$ cat src/rtl/lsu_ctrl_if.sv
`default_nettype none
// ============================================================================
//  Module      : lsu_ctrl_if
//  Description : Bundles the pipeline request/response handshake and the
//                data-memory port of the load/store unit.
//  Revision    : 1.0 - initial release
// ============================================================================
interface lsu_ctrl_if;
  // pipeline request
  logic        req_valid_i;
  logic        req_ready_o;
  logic        req_we_i;
  logic [1:0]  req_size_i;
  logic        req_unsigned_i;
  logic [31:0] req_addr_i;
  logic [31:0] req_wdata_i;
  // data memory
  logic [31:0] mem_addr_o;
  logic [31:0] mem_wdata_o;
  logic        mem_we_o;
  logic [1:0]  mem_hb_o;
  logic        mem_uload_o;
  logic [31:0] mem_rdata_i;
  // pipeline response
  logic        rsp_valid_o;
  logic        rsp_ready_i;
  logic [31:0] rsp_rdata_o;
  logic        rsp_err_o;
  logic [31:0] rsp_badaddr_o;

  // LSU side
  modport slave (
    input  req_valid_i, req_we_i, req_size_i, req_unsigned_i, req_addr_i,
           req_wdata_i, mem_rdata_i, rsp_ready_i,
    output req_ready_o, mem_addr_o, mem_wdata_o, mem_we_o, mem_hb_o,
           mem_uload_o, rsp_valid_o, rsp_rdata_o, rsp_err_o, rsp_badaddr_o
  );

  // pipeline + memory side
  modport master (
    output req_valid_i, req_we_i, req_size_i, req_unsigned_i, req_addr_i,
           req_wdata_i, mem_rdata_i, rsp_ready_i,
    input  req_ready_o, mem_addr_o, mem_wdata_o, mem_we_o, mem_hb_o,
           mem_uload_o, rsp_valid_o, rsp_rdata_o, rsp_err_o, rsp_badaddr_o
  );
endinterface
`default_nettype wire

$ cat src/rtl/lsu_ctrl.sv
`default_nettype none
// ============================================================================
//  Module      : lsu_ctrl
//  Description : Single-outstanding load/store controller. Accepts one request
//                in IDLE, checks alignment/range, performs a one-cycle memory
//                access and returns a response with valid/ready handshake.
//  Revision    : 1.0 - initial release
// ============================================================================
module lsu_ctrl #(
  parameter int unsigned MEM_BYTES = 1024
) (
  input  wire logic   clk_i,
  input  wire logic   rst_i,
  lsu_ctrl_if.slave   bus
);

  typedef enum logic [1:0] {
    IDLE   = 2'd0,
    ACCESS = 2'd1,
    RESP   = 2'd2
  } state_e;

  state_e      state_q, state_d;
  logic [31:0] addr_q, addr_d;
  logic        we_q, we_d;
  logic [1:0]  size_q, size_d;
  logic        uns_q, uns_d;
  logic [31:0] wdata_q, wdata_d;
  logic [31:0] rdata_q, rdata_d;
  logic        err_q, err_d;
  logic [31:0] badaddr_q, badaddr_d;

  logic [2:0]  acc_bytes;
  logic [32:0] end_addr;
  logic        fault;

  // Fault decision on the incoming request; the end address is computed in
  // 33 bits so an access near 0xFFFFFFFF cannot wrap back into range.
  always_comb begin
    acc_bytes = 3'd0;
    case (bus.req_size_i)
      2'b00:   acc_bytes = 3'd4;
      2'b01:   acc_bytes = 3'd1;
      2'b10:   acc_bytes = 3'd2;
      default: acc_bytes = 3'd0;
    endcase
    end_addr = {1'b0, bus.req_addr_i} + {30'd0, acc_bytes};
    fault    = (bus.req_size_i == 2'b11)
             | ((bus.req_size_i == 2'b10) & bus.req_addr_i[0])
             | ((bus.req_size_i == 2'b00) & (bus.req_addr_i[1:0] != 2'b00))
             | (end_addr > 33'(MEM_BYTES));
  end

  // State, holding and response registers.
  always_ff @(posedge clk_i) begin
    if (rst_i) begin
      state_q   <= IDLE;
      addr_q    <= '0;
      we_q      <= 1'b0;
      size_q    <= '0;
      uns_q     <= 1'b0;
      wdata_q   <= '0;
      rdata_q   <= '0;
      err_q     <= 1'b0;
      badaddr_q <= '0;
    end else begin
      state_q   <= state_d;
      addr_q    <= addr_d;
      we_q      <= we_d;
      size_q    <= size_d;
      uns_q     <= uns_d;
      wdata_q   <= wdata_d;
      rdata_q   <= rdata_d;
      err_q     <= err_d;
      badaddr_q <= badaddr_d;
    end
  end

  // Next-state and output decode; every output is forced idle during reset so
  // a store caught in ACCESS never commits.
  always_comb begin
    state_d   = state_q;
    addr_d    = addr_q;
    we_d      = we_q;
    size_d    = size_q;
    uns_d     = uns_q;
    wdata_d   = wdata_q;
    rdata_d   = rdata_q;
    err_d     = err_q;
    badaddr_d = badaddr_q;

    bus.req_ready_o   = 1'b0;
    bus.rsp_valid_o   = 1'b0;
    bus.mem_addr_o    = '0;
    bus.mem_wdata_o   = '0;
    bus.mem_we_o      = 1'b0;
    bus.mem_hb_o      = 2'b11;
    bus.mem_uload_o   = 1'b0;
    bus.rsp_rdata_o   = rst_i ? 32'd0 : rdata_q;
    bus.rsp_err_o     = rst_i ? 1'b0  : err_q;
    bus.rsp_badaddr_o = rst_i ? 32'd0 : badaddr_q;

    case (state_q)
      IDLE: begin
        bus.req_ready_o = ~rst_i;
        if (bus.req_valid_i) begin
          addr_d  = bus.req_addr_i;
          we_d    = bus.req_we_i;
          size_d  = bus.req_size_i;
          uns_d   = bus.req_unsigned_i;
          wdata_d = bus.req_wdata_i;
          if (fault) begin
            rdata_d   = '0;
            err_d     = 1'b1;
            badaddr_d = bus.req_addr_i;
            state_d   = RESP;
          end else begin
            state_d   = ACCESS;
          end
        end
      end
      ACCESS: begin
        if (!rst_i) begin
          bus.mem_addr_o  = addr_q;
          bus.mem_wdata_o = wdata_q;
          bus.mem_we_o    = we_q;
          bus.mem_hb_o    = size_q;
          bus.mem_uload_o = uns_q;
        end
        rdata_d   = we_q ? 32'd0 : bus.mem_rdata_i;
        err_d     = 1'b0;
        badaddr_d = '0;
        state_d   = RESP;
      end
      RESP: begin
        bus.rsp_valid_o = ~rst_i;
        if (bus.rsp_ready_i) begin
          state_d = IDLE;
        end
      end
      default: begin
        state_d = IDLE;
      end
    endcase
  end

endmodule
`default_nettype wire

$ cat src/flat_wrapper.sv
// flat-port wrapper written by rule: the top's interface ports become plain ports
module lsu_ctrl_flat 
#(
  parameter int unsigned MEM_BYTES = 1024
)
  (clk_i, rst_i, bus_req_valid_i, bus_req_we_i, bus_req_size_i, bus_req_unsigned_i, bus_req_addr_i, bus_req_wdata_i, bus_mem_rdata_i, bus_rsp_ready_i, bus_req_ready_o, bus_mem_addr_o, bus_mem_wdata_o, bus_mem_we_o, bus_mem_hb_o, bus_mem_uload_o, bus_rsp_valid_o, bus_rsp_rdata_o, bus_rsp_err_o, bus_rsp_badaddr_o);
  lsu_ctrl_if bus_i ();
  input  wire logic clk_i;
  input  wire logic rst_i;
  input wire logic [$bits(bus_i.req_valid_i)-1:0] bus_req_valid_i;
  input wire logic [$bits(bus_i.req_we_i)-1:0] bus_req_we_i;
  input wire logic [$bits(bus_i.req_size_i)-1:0] bus_req_size_i;
  input wire logic [$bits(bus_i.req_unsigned_i)-1:0] bus_req_unsigned_i;
  input wire logic [$bits(bus_i.req_addr_i)-1:0] bus_req_addr_i;
  input wire logic [$bits(bus_i.req_wdata_i)-1:0] bus_req_wdata_i;
  input wire logic [$bits(bus_i.mem_rdata_i)-1:0] bus_mem_rdata_i;
  input wire logic [$bits(bus_i.rsp_ready_i)-1:0] bus_rsp_ready_i;
  output wire logic [$bits(bus_i.req_ready_o)-1:0] bus_req_ready_o;
  output wire logic [$bits(bus_i.mem_addr_o)-1:0] bus_mem_addr_o;
  output wire logic [$bits(bus_i.mem_wdata_o)-1:0] bus_mem_wdata_o;
  output wire logic [$bits(bus_i.mem_we_o)-1:0] bus_mem_we_o;
  output wire logic [$bits(bus_i.mem_hb_o)-1:0] bus_mem_hb_o;
  output wire logic [$bits(bus_i.mem_uload_o)-1:0] bus_mem_uload_o;
  output wire logic [$bits(bus_i.rsp_valid_o)-1:0] bus_rsp_valid_o;
  output wire logic [$bits(bus_i.rsp_rdata_o)-1:0] bus_rsp_rdata_o;
  output wire logic [$bits(bus_i.rsp_err_o)-1:0] bus_rsp_err_o;
  output wire logic [$bits(bus_i.rsp_badaddr_o)-1:0] bus_rsp_badaddr_o;
  assign bus_i.req_valid_i = bus_req_valid_i;
  assign bus_i.req_we_i = bus_req_we_i;
  assign bus_i.req_size_i = bus_req_size_i;
  assign bus_i.req_unsigned_i = bus_req_unsigned_i;
  assign bus_i.req_addr_i = bus_req_addr_i;
  assign bus_i.req_wdata_i = bus_req_wdata_i;
  assign bus_i.mem_rdata_i = bus_mem_rdata_i;
  assign bus_i.rsp_ready_i = bus_rsp_ready_i;
  assign bus_req_ready_o = bus_i.req_ready_o;
  assign bus_mem_addr_o = bus_i.mem_addr_o;
  assign bus_mem_wdata_o = bus_i.mem_wdata_o;
  assign bus_mem_we_o = bus_i.mem_we_o;
  assign bus_mem_hb_o = bus_i.mem_hb_o;
  assign bus_mem_uload_o = bus_i.mem_uload_o;
  assign bus_rsp_valid_o = bus_i.rsp_valid_o;
  assign bus_rsp_rdata_o = bus_i.rsp_rdata_o;
  assign bus_rsp_err_o = bus_i.rsp_err_o;
  assign bus_rsp_badaddr_o = bus_i.rsp_badaddr_o;
  lsu_ctrl #(.MEM_BYTES(MEM_BYTES)) u_core (.clk_i(clk_i), .rst_i(rst_i), .bus(bus_i));
endmodule
$ cat config.mk
export PLATFORM = sky130hd
export DESIGN_NAME = lsu_ctrl_flat
export DESIGN_NICKNAME = d
export VERILOG_FILES = /design/src/rtl/lsu_ctrl_if.sv /design/src/rtl/lsu_ctrl.sv /design/src/flat_wrapper.sv
export SDC_FILE = /design/constraint.sdc
export NUM_CORES = 1
export LEC_CHECK = 0
export ABC_AREA = 1
export ABC_CLOCK_PERIOD_IN_PS = 3100
export CAP_MARGIN = 25
export CORE_MARGIN = 3
export CORE_UTILIZATION = 45
export DETAILED_ROUTE_END_ITERATION = 16
export PLACE_DENSITY = 0.79
export SETUP_SLACK_MARGIN = 0.3
export SLEW_MARGIN = 40
export SYNTH_ARGS = -nofsm -noshare
export SYNTH_HDL_FRONTEND = slang
export SYNTH_SLANG_ARGS = --single-unit
$ cat constraint.sdc
create_clock -name clk_i -period 3.1 [get_ports clk_i]
set_clock_uncertainty 0.05 [all_clocks]
set_input_delay 0.465 -clock clk_i [delete_from_list [all_inputs] [get_ports clk_i]]
set_output_delay 0.465 -clock clk_i [all_outputs]
set_load 0.01 [all_outputs]
==> metrics.yaml, run 1 <==
r2r-start: "u_core.state_q[1]"
ys_seq_area_share_pct: 37.6
synthMuxAreaShare_pct: 0
ios: 239
synth-simple-area-share_pct: 41.6
vias: 7988
gp_congestion: 0.940
period_minus_slack_ns: 2.68
drtAntennaViolNets: 0
multi_input_area_um2: 3840
rows: 45
grt_pass1_vias: 7202
ir_worst_vdd_mv: 0.360
slew_headroom_pct: 56.1
clkTransAtPathRegs_ns: 0.06
vias_per_cell: 5.06
combPwrFrac_pct: 14.9
start_util_pct: 46.6
drive_gt1_share_pct: 13.2
yosysWarningCount: 0
register_area_um2: 2700
die_w_um: 132
area_growth_pct: 51.6
crit_path_start_kind: "register"
grt_pass1_wl_um: 37000
clkPwrFrac_pct: 45.0
cts.sinks: 135
worstPathArrival_ns: 2.17
finalNetCount: 1464
antenna_found_initial: 0
die_area_um2: 17500
hold_path_end: "u_core.addr_q[13]"
drc_errors: 0
r2r_cells: 7
syn_area_per_cell_um2: 6.51
path_max_fanout: 44
hpwl_um: 16400
r2r_end: "u_core.addr_q[11]"
rsz0062_at_grt: "false"
synth_cells: 1103
h-tree-depth: 4
fillCellCount: 1319
finalSetupViolCount: 0
synth_top_family_by_area: "simple AND/OR/NAND/NOR gates"
synth_top_cell_area_share_pct: 37.6
max_cap_viol_count: 0
timing.hold.ws_ns: 0.414
hold_viol: 0
worstPathRequired_ns: 2.58
p_seq_share_pct: 40.1
synth_area_leader_cell: "dfxtp_1"
cts_buffer_depth: 2
synthAdderAreaFrac_pct: 0.801
io_buffers: 238
drtIter0Drc: 789
hp-start: "u_core.addr_q[13]"
hold_class: "register to register"
utilization_pct: 70.6
cts_tree: "built"
cts_buffers: 17
worst_slew_pin_slew_ns: 0.659
die_h_um: 132
power_uw: 4680
clkLatencyLatePin_ns: 0.42
p_int_uw: 3470
synth-compound-area-share_pct: 8.94
diodes: 0
hold_depth: 2
design.core.area_um2: 15400
status: "finished clean"
grt_max_degree: 100
max_clock_freq_ghz: 0.373
synth_xor_area_share_pct: 0.488
syn-cell-area_um2: 7180
yosys-top-cells-area: "dfxtp_1 38%, nor2_1 14%, nand2_1 11%"
p_leak_uw: 0.00454
ys_ff_latch: 135
crit_type: "register to output port"
slew_violations: 0
cp-end-kind: "output port"
grt_usage_pct: 26.0
drt_wl_total_um: 24000
post-route-period-util_pct: 86.6
cts_root_buf: "clkbuf_16"
p_sw_uw: 1210
p_sw_share_pct: 25.9
grt_overflow_total: 0
wl_per_cell_um: 15.2
r2r_setup_slack_ns: 1.19
synth.distinct_cells: 32
syn-num-nets: 1211
drtPass1Iterations: 5
p_per_area_nw_per_um2: 430
==> layout by cell type, fill, tap and decap left out, types with 2 or more instances in the layout <==
cell	count
a21oi_1	29
buf_12	8
buf_16	3
buf_4	46
buf_6	4
bufinv_16	3
clkbuf_1	2
clkbuf_16	18
clkbuf_8	2
clkdlybuf4s50_1	228
clkinv_2	3
clkinv_4	3
dfxtp_1	135
dlymetal6s2s_1	7
ha_4	2
inv_1	107
inv_4	2
nand2_1	209
nand2_2	3
nand2_4	4
nand3_1	91
nand3_2	42
nand3b_1	4
nand4_1	8
nor2_1	259
nor2_2	14
nor2_4	8
nor3_1	7
o21ai_0	91
o21bai_1	3
or2_2	5
xor2_1	3
==> synthesized netlist by cell type (all sizes together) <==
master / number
a21boi: 1
clkbuf: 46
nand3: 134
xor2: 3
nand2: 217
nor3: 7
o21bai: 3
nand4: 8
or2: 5
o21ai: 92
a21oi: 29
fa: 1
nor2: 281
dfxtp: 135
clkinv: 1
a31oi: 1
buf: 21
nand3b: 4
inv: 110
xnor2: 1
ha: 3
==> critical path, stage by stage, from the launching register on <==
cell             delay (ns)
dfxtp_1                0.33
inv_1                  0.05
nor2_1                 0.16
inv_4                  0.08
buf_16                 0.20
buf_6                  0.22
nor2_1                 0.13
clkdlybuf4s50_1        0.55
==> routing by layer <==
metal	GRT usage, %	part of all wire, %	vias up
met1	33.9	43	3655
met2	42.9	47	322
met3	6.26	7.9	38
li1	-	-	3973
met4	7.51	1.8	0
met5	0	0	-
==> cells by family after synthesis <==
logic type               after synthesis
buffers and inverters                178
flip-flops                           135
AND/OR/NAND/NOR                      656
XOR/XNOR                               4
adder cells (fa/ha/maj)                4
AO/OA/AOI/OAI                        126
==> power groups by stage <==
| stage | sequential [uW] | combinational, uW | clock, uW |
|---|---|---|---|
| after floorplan | 1900 | 338 | 0 |
| after global placement | 1910 | 639 | 0 |
| after detailed placement | 1910 | 646 | 0 |
| after CTS | 1880 | 681 | 2110 |
| after global routing | 1890 | 763 | 2180 |
| final | 1880 | 698 | 2110 |
==> final cells by class <==
class	count	area share, %
repair buffers	300	28.0
flip-flops and latches	135	24.8
clock inverters	11	1.36
multi-input cells	791	35.3
inverters	111	3.87
well taps	211	2.42
clock buffers	21	4.23
==> worst max-delay path by stage <==
stage                 startpoint                    to  slack (ns)  cells after the start
6_report       u_core.state_q[0]   bus_mem_wdata_o[29]        0.42                      7
5_1_grt        bus_req_size_i[0]    u_core.rdata_q[11]        0.27                     22
4_1_cts        u_core.state_q[0]    bus_mem_addr_o[18]        0.32                      7
3_5_place_dp   bus_req_size_i[0]  u_core.badaddr_q[23]       -0.25                     20
3_3_place_gp   bus_req_size_i[0]  u_core.badaddr_q[31]       -0.14                     19
2_1_floorplan  bus_req_size_i[0]  u_core.badaddr_q[14]        0.48                     21
==> timing repair <==
action / in CTS / in global routing
setup buffers: 8 / 1
pin swaps: 9 / 14
hold buffers: 0 / 0
cloned: 3 / 1
setup endpoints to repair: 93 / 94
resized for setup: 14 / 31
==> state kept, by name, summed over array words and instances, names as in the netlist <==
register	cells
u_core.addr_q	32
u_core.wdata_q	32
u_core.err_q	1
u_core.size_q	2
u_core.we_q	1
u_core.uns_q	1
u_core.state_q	2
u_core.badaddr_q	32
u_core.rdata_q	32
==> per-stage QoR <==
step / TNS (ns) / area, um2 / std cells / setup slack, ns
after CTS: 0 / 10800 / 1578 / 0.318
after detailed placement: -13.59 / 9960 / 1535 / -0.252
after global placement: -7.50 / 9960 / 1535 / -0.137
after global routing: 0 / 10900 / 1580 / 0.271
after floorplan: 0 / 7180 / 1103 / 0.478
final: 0 / 10900 / 1580 / 0.417
Note: power is estimated with default switching activity, not from simulation.
==> run 2, diff against run 1 <==
CTS_CLUSTER_SIZE = 25   (was not set)
SLEW_MARGIN = 20   (was 40)
==> run 2 against run 1 <==
Effect of this change:
- non-clock buffer count is the same
- combinational power hardly changed
- utilization hardly changed
- global-route usage did not move
- setup slack worse by 0.0090 ns
- sequential power is essentially flat
- first-iteration DRC count is 12% lower
- via count down 0.25%
==> metrics.yaml, run 2 (synthesis gave the netlist of run 1 again) <==
status: "finished clean"
p_leak_uw: 0.00454  # about the same
drtPass1Iterations: 5  # unchanged
critPathSlowestCell: "clkdlybuf4s50_1"
crit_path_start_kind: "register"
worstPathArrival_ns: 2.18  # about the same
period_minus_slack_ns: 2.69  # +0.00896 ns
p_int_uw: 3470  # about the same
crit_path_cell_trace: "inv_1 -> nor2_1 -> inv_4 -> buf_16 -> buf_6 -> nor2_1 -> clkdlybuf4s50_1"
ios: 239  # unchanged
layout_common_cells: "259 x nor2_1, 228 x clkdlybuf4s50_1, 209 x nand2_1"
grt_pass1_vias: 7202  # unchanged
drc_errors: 0  # unchanged
diodes: 0  # unchanged
rows: 45  # unchanged
die_h_um: 132  # unchanged
antenna_found_initial: 0  # unchanged
r2r_setup_slack_ns: 1.00  # -0.19 ns
path_max_fanout: 44  # unchanged
grt_pass1_wl_um: 37000  # unchanged
crit_top_cell: "nor2_1"
area_growth_pct: 51.6  # about the same
clkPwrFrac_pct: 44.9  # about the same
io_buffers: 238  # unchanged
crit_family: "buffers and inverters"
drive_gt1_share_pct: 13.2  # unchanged
final_common_cell: "nor2_1"
power_uw: 4670  # -0.26%
hold_path_end: "u_core.addr_q[13]"
hold_viol: 0  # unchanged
path_buf_inv: 5  # unchanged
crit_type: "register to output port"
start_util_pct: 46.6  # unchanged
drt_wl_total_um: 24000  # +0.10%
worst_slew_pin_slew_ns: 0.897  # +0.238 ns
grt_overflow_total: 0  # unchanged
r2r-start: "u_core.state_q[1]"
hpwl_um: 16400  # unchanged
finalNetCount: 1464  # unchanged
p_seq_share_pct: 40.2  # about the same
grt_max_degree: 100  # unchanged
hold_depth: 2  # unchanged
h-tree-depth: 4  # unchanged
finalSetupViolCount: 0  # unchanged
cts_root_buf: "clkbuf_16"
p_per_area_nw_per_um2: 429  # -0.22%
rsz0062_at_grt: "false"
design.core.area_um2: 15400  # unchanged
cts_buffers: 17  # unchanged
max_clock_freq_ghz: 0.371  # -0.33%
die_w_um: 132  # unchanged
vias: 7968  # -0.25%
p_sw_share_pct: 25.7  # -0.17 points
max_cap_viol_count: 0  # unchanged
post-route-period-util_pct: 86.8  # +0.29 points
timing.hold.ws_ns: 0.414  # -0.000187 ns
wl_per_cell_um: 15.2  # +0.10%
vias_per_cell: 5.04  # -0.25%
hp-start: "u_core.addr_q[13]"
p_sw_uw: 1200  # -0.92%
slew_violations: 0  # unchanged
cp_slowest_stage_delay_ns: 0.55  # about the same
drtAntennaViolNets: 0  # unchanged
cts_buffer_depth: 2  # unchanged
clkLatencyLatePin_ns: 0.42  # about the same
cts_tree: "built"
cp-end-kind: "output port"
dpl_worst_slack_ns: -0.252  # unchanged
r2r_end: "u_core.badaddr_q[28]"
worstPathRequired_ns: 2.58  # about the same
grt_usage_pct: 26.0  # unchanged
ir_worst_vdd_mv: 0.362  # +0.64%
gp_congestion: 0.940  # unchanged
hold_class: "register to register"
r2r_cells: 7  # unchanged
cts-hold-fix-buffers: 0  # unchanged
finalSetupTns_ns: 0  # unchanged
layout_setup_ws_ns: 0.408  # -0.00896 ns
slew_headroom_pct: 40.2  # -16 points
drtIter0Drc: 691  # -12%
die_area_um2: 17500  # unchanged
cts.sinks: 135  # unchanged
combPwrFrac_pct: 14.9  # about the same
clkTransAtPathRegs_ns: 0.06  # about the same
run 2: cell types whose count changed in the layout (fill, tap and decap cells not counted):
cell / change
buf_4: +1
buf_6: -1
run 2: stage by stage:
| stage | instances | util, % | cell area [um2] |
|---|---|---|---|
| final | 1580 | 70.6 | 10900 |
| after floorplan | 1103 | - | 7180 |
| after CTS | 1578 | 69.8 | 10800 |
| after global placement | 1535 | 64.6 | 9960 |
| after global routing | 1580 | 70.6 | 10900 |
| after detailed placement | 1535 | 64.6 | 9960 |
run 2: how the worst max path moves through the flow:
stage,start,end,slack [ns],cells after the start
3_3_place_gp,bus_req_size_i[0],u_core.badaddr_q[31],-0.14,19
2_1_floorplan,bus_req_size_i[0],u_core.badaddr_q[14],0.48,21
5_1_grt,bus_req_size_i[0],u_core.rdata_q[11],0.27,22
4_1_cts,u_core.state_q[0],bus_mem_addr_o[18],0.32,7
6_report,u_core.state_q[0],bus_mem_wdata_o[29],0.41,7
3_5_place_dp,bus_req_size_i[0],u_core.badaddr_q[23],-0.25,20
run 2: worst reg2reg max path, stage by stage (launching register included):
cell     delay [ns]
dfxtp_1        0.33
nor2_1         0.10
inv_1          0.08
nor2_4         0.09
buf_4          0.68
nand3_1        0.29
buf_12         0.22
o21ai_0        0.18
run 2: final cells by class:
class / instances / area, um2
fill: 1318 / 4540
multi-input combinational: 791 / 3840
timing repair buffer: 300 / 3050
sequential: 135 / 2700
clock buffer: 21 / 460
inverter: 111 / 422
tap: 211 / 264
clock inverter: 11 / 148
run 2: repair_timing:
item | CTS | global route
setup buffers | 8 | 1
cloned | 3 | 1
pin swaps | 9 | 14
resized for setup | 14 | 31
setup endpoints to repair | 93 | 94
run 2: power groups by stage:
stage          logic [uW]  clock network, uW  registers, uW
2_1_floorplan         338                  0           1900
3_3_place_gp          639                  0           1910
3_5_place_dp          646                  0           1910
4_1_cts               681               2110           1880
5_1_grt               762               2180           1890
6_report              697               2100           1880
run 2: layer usage:
layer  part of all wire [%]  GRT usage [%]  vias to the layer above
li1                       -              -                     3972
met1                     43           33.9                     3670
met2                     48           42.9                      298
met3                    8.2           6.26                       28
met4                    1.7           7.51                        0
met5                      0              0                        -
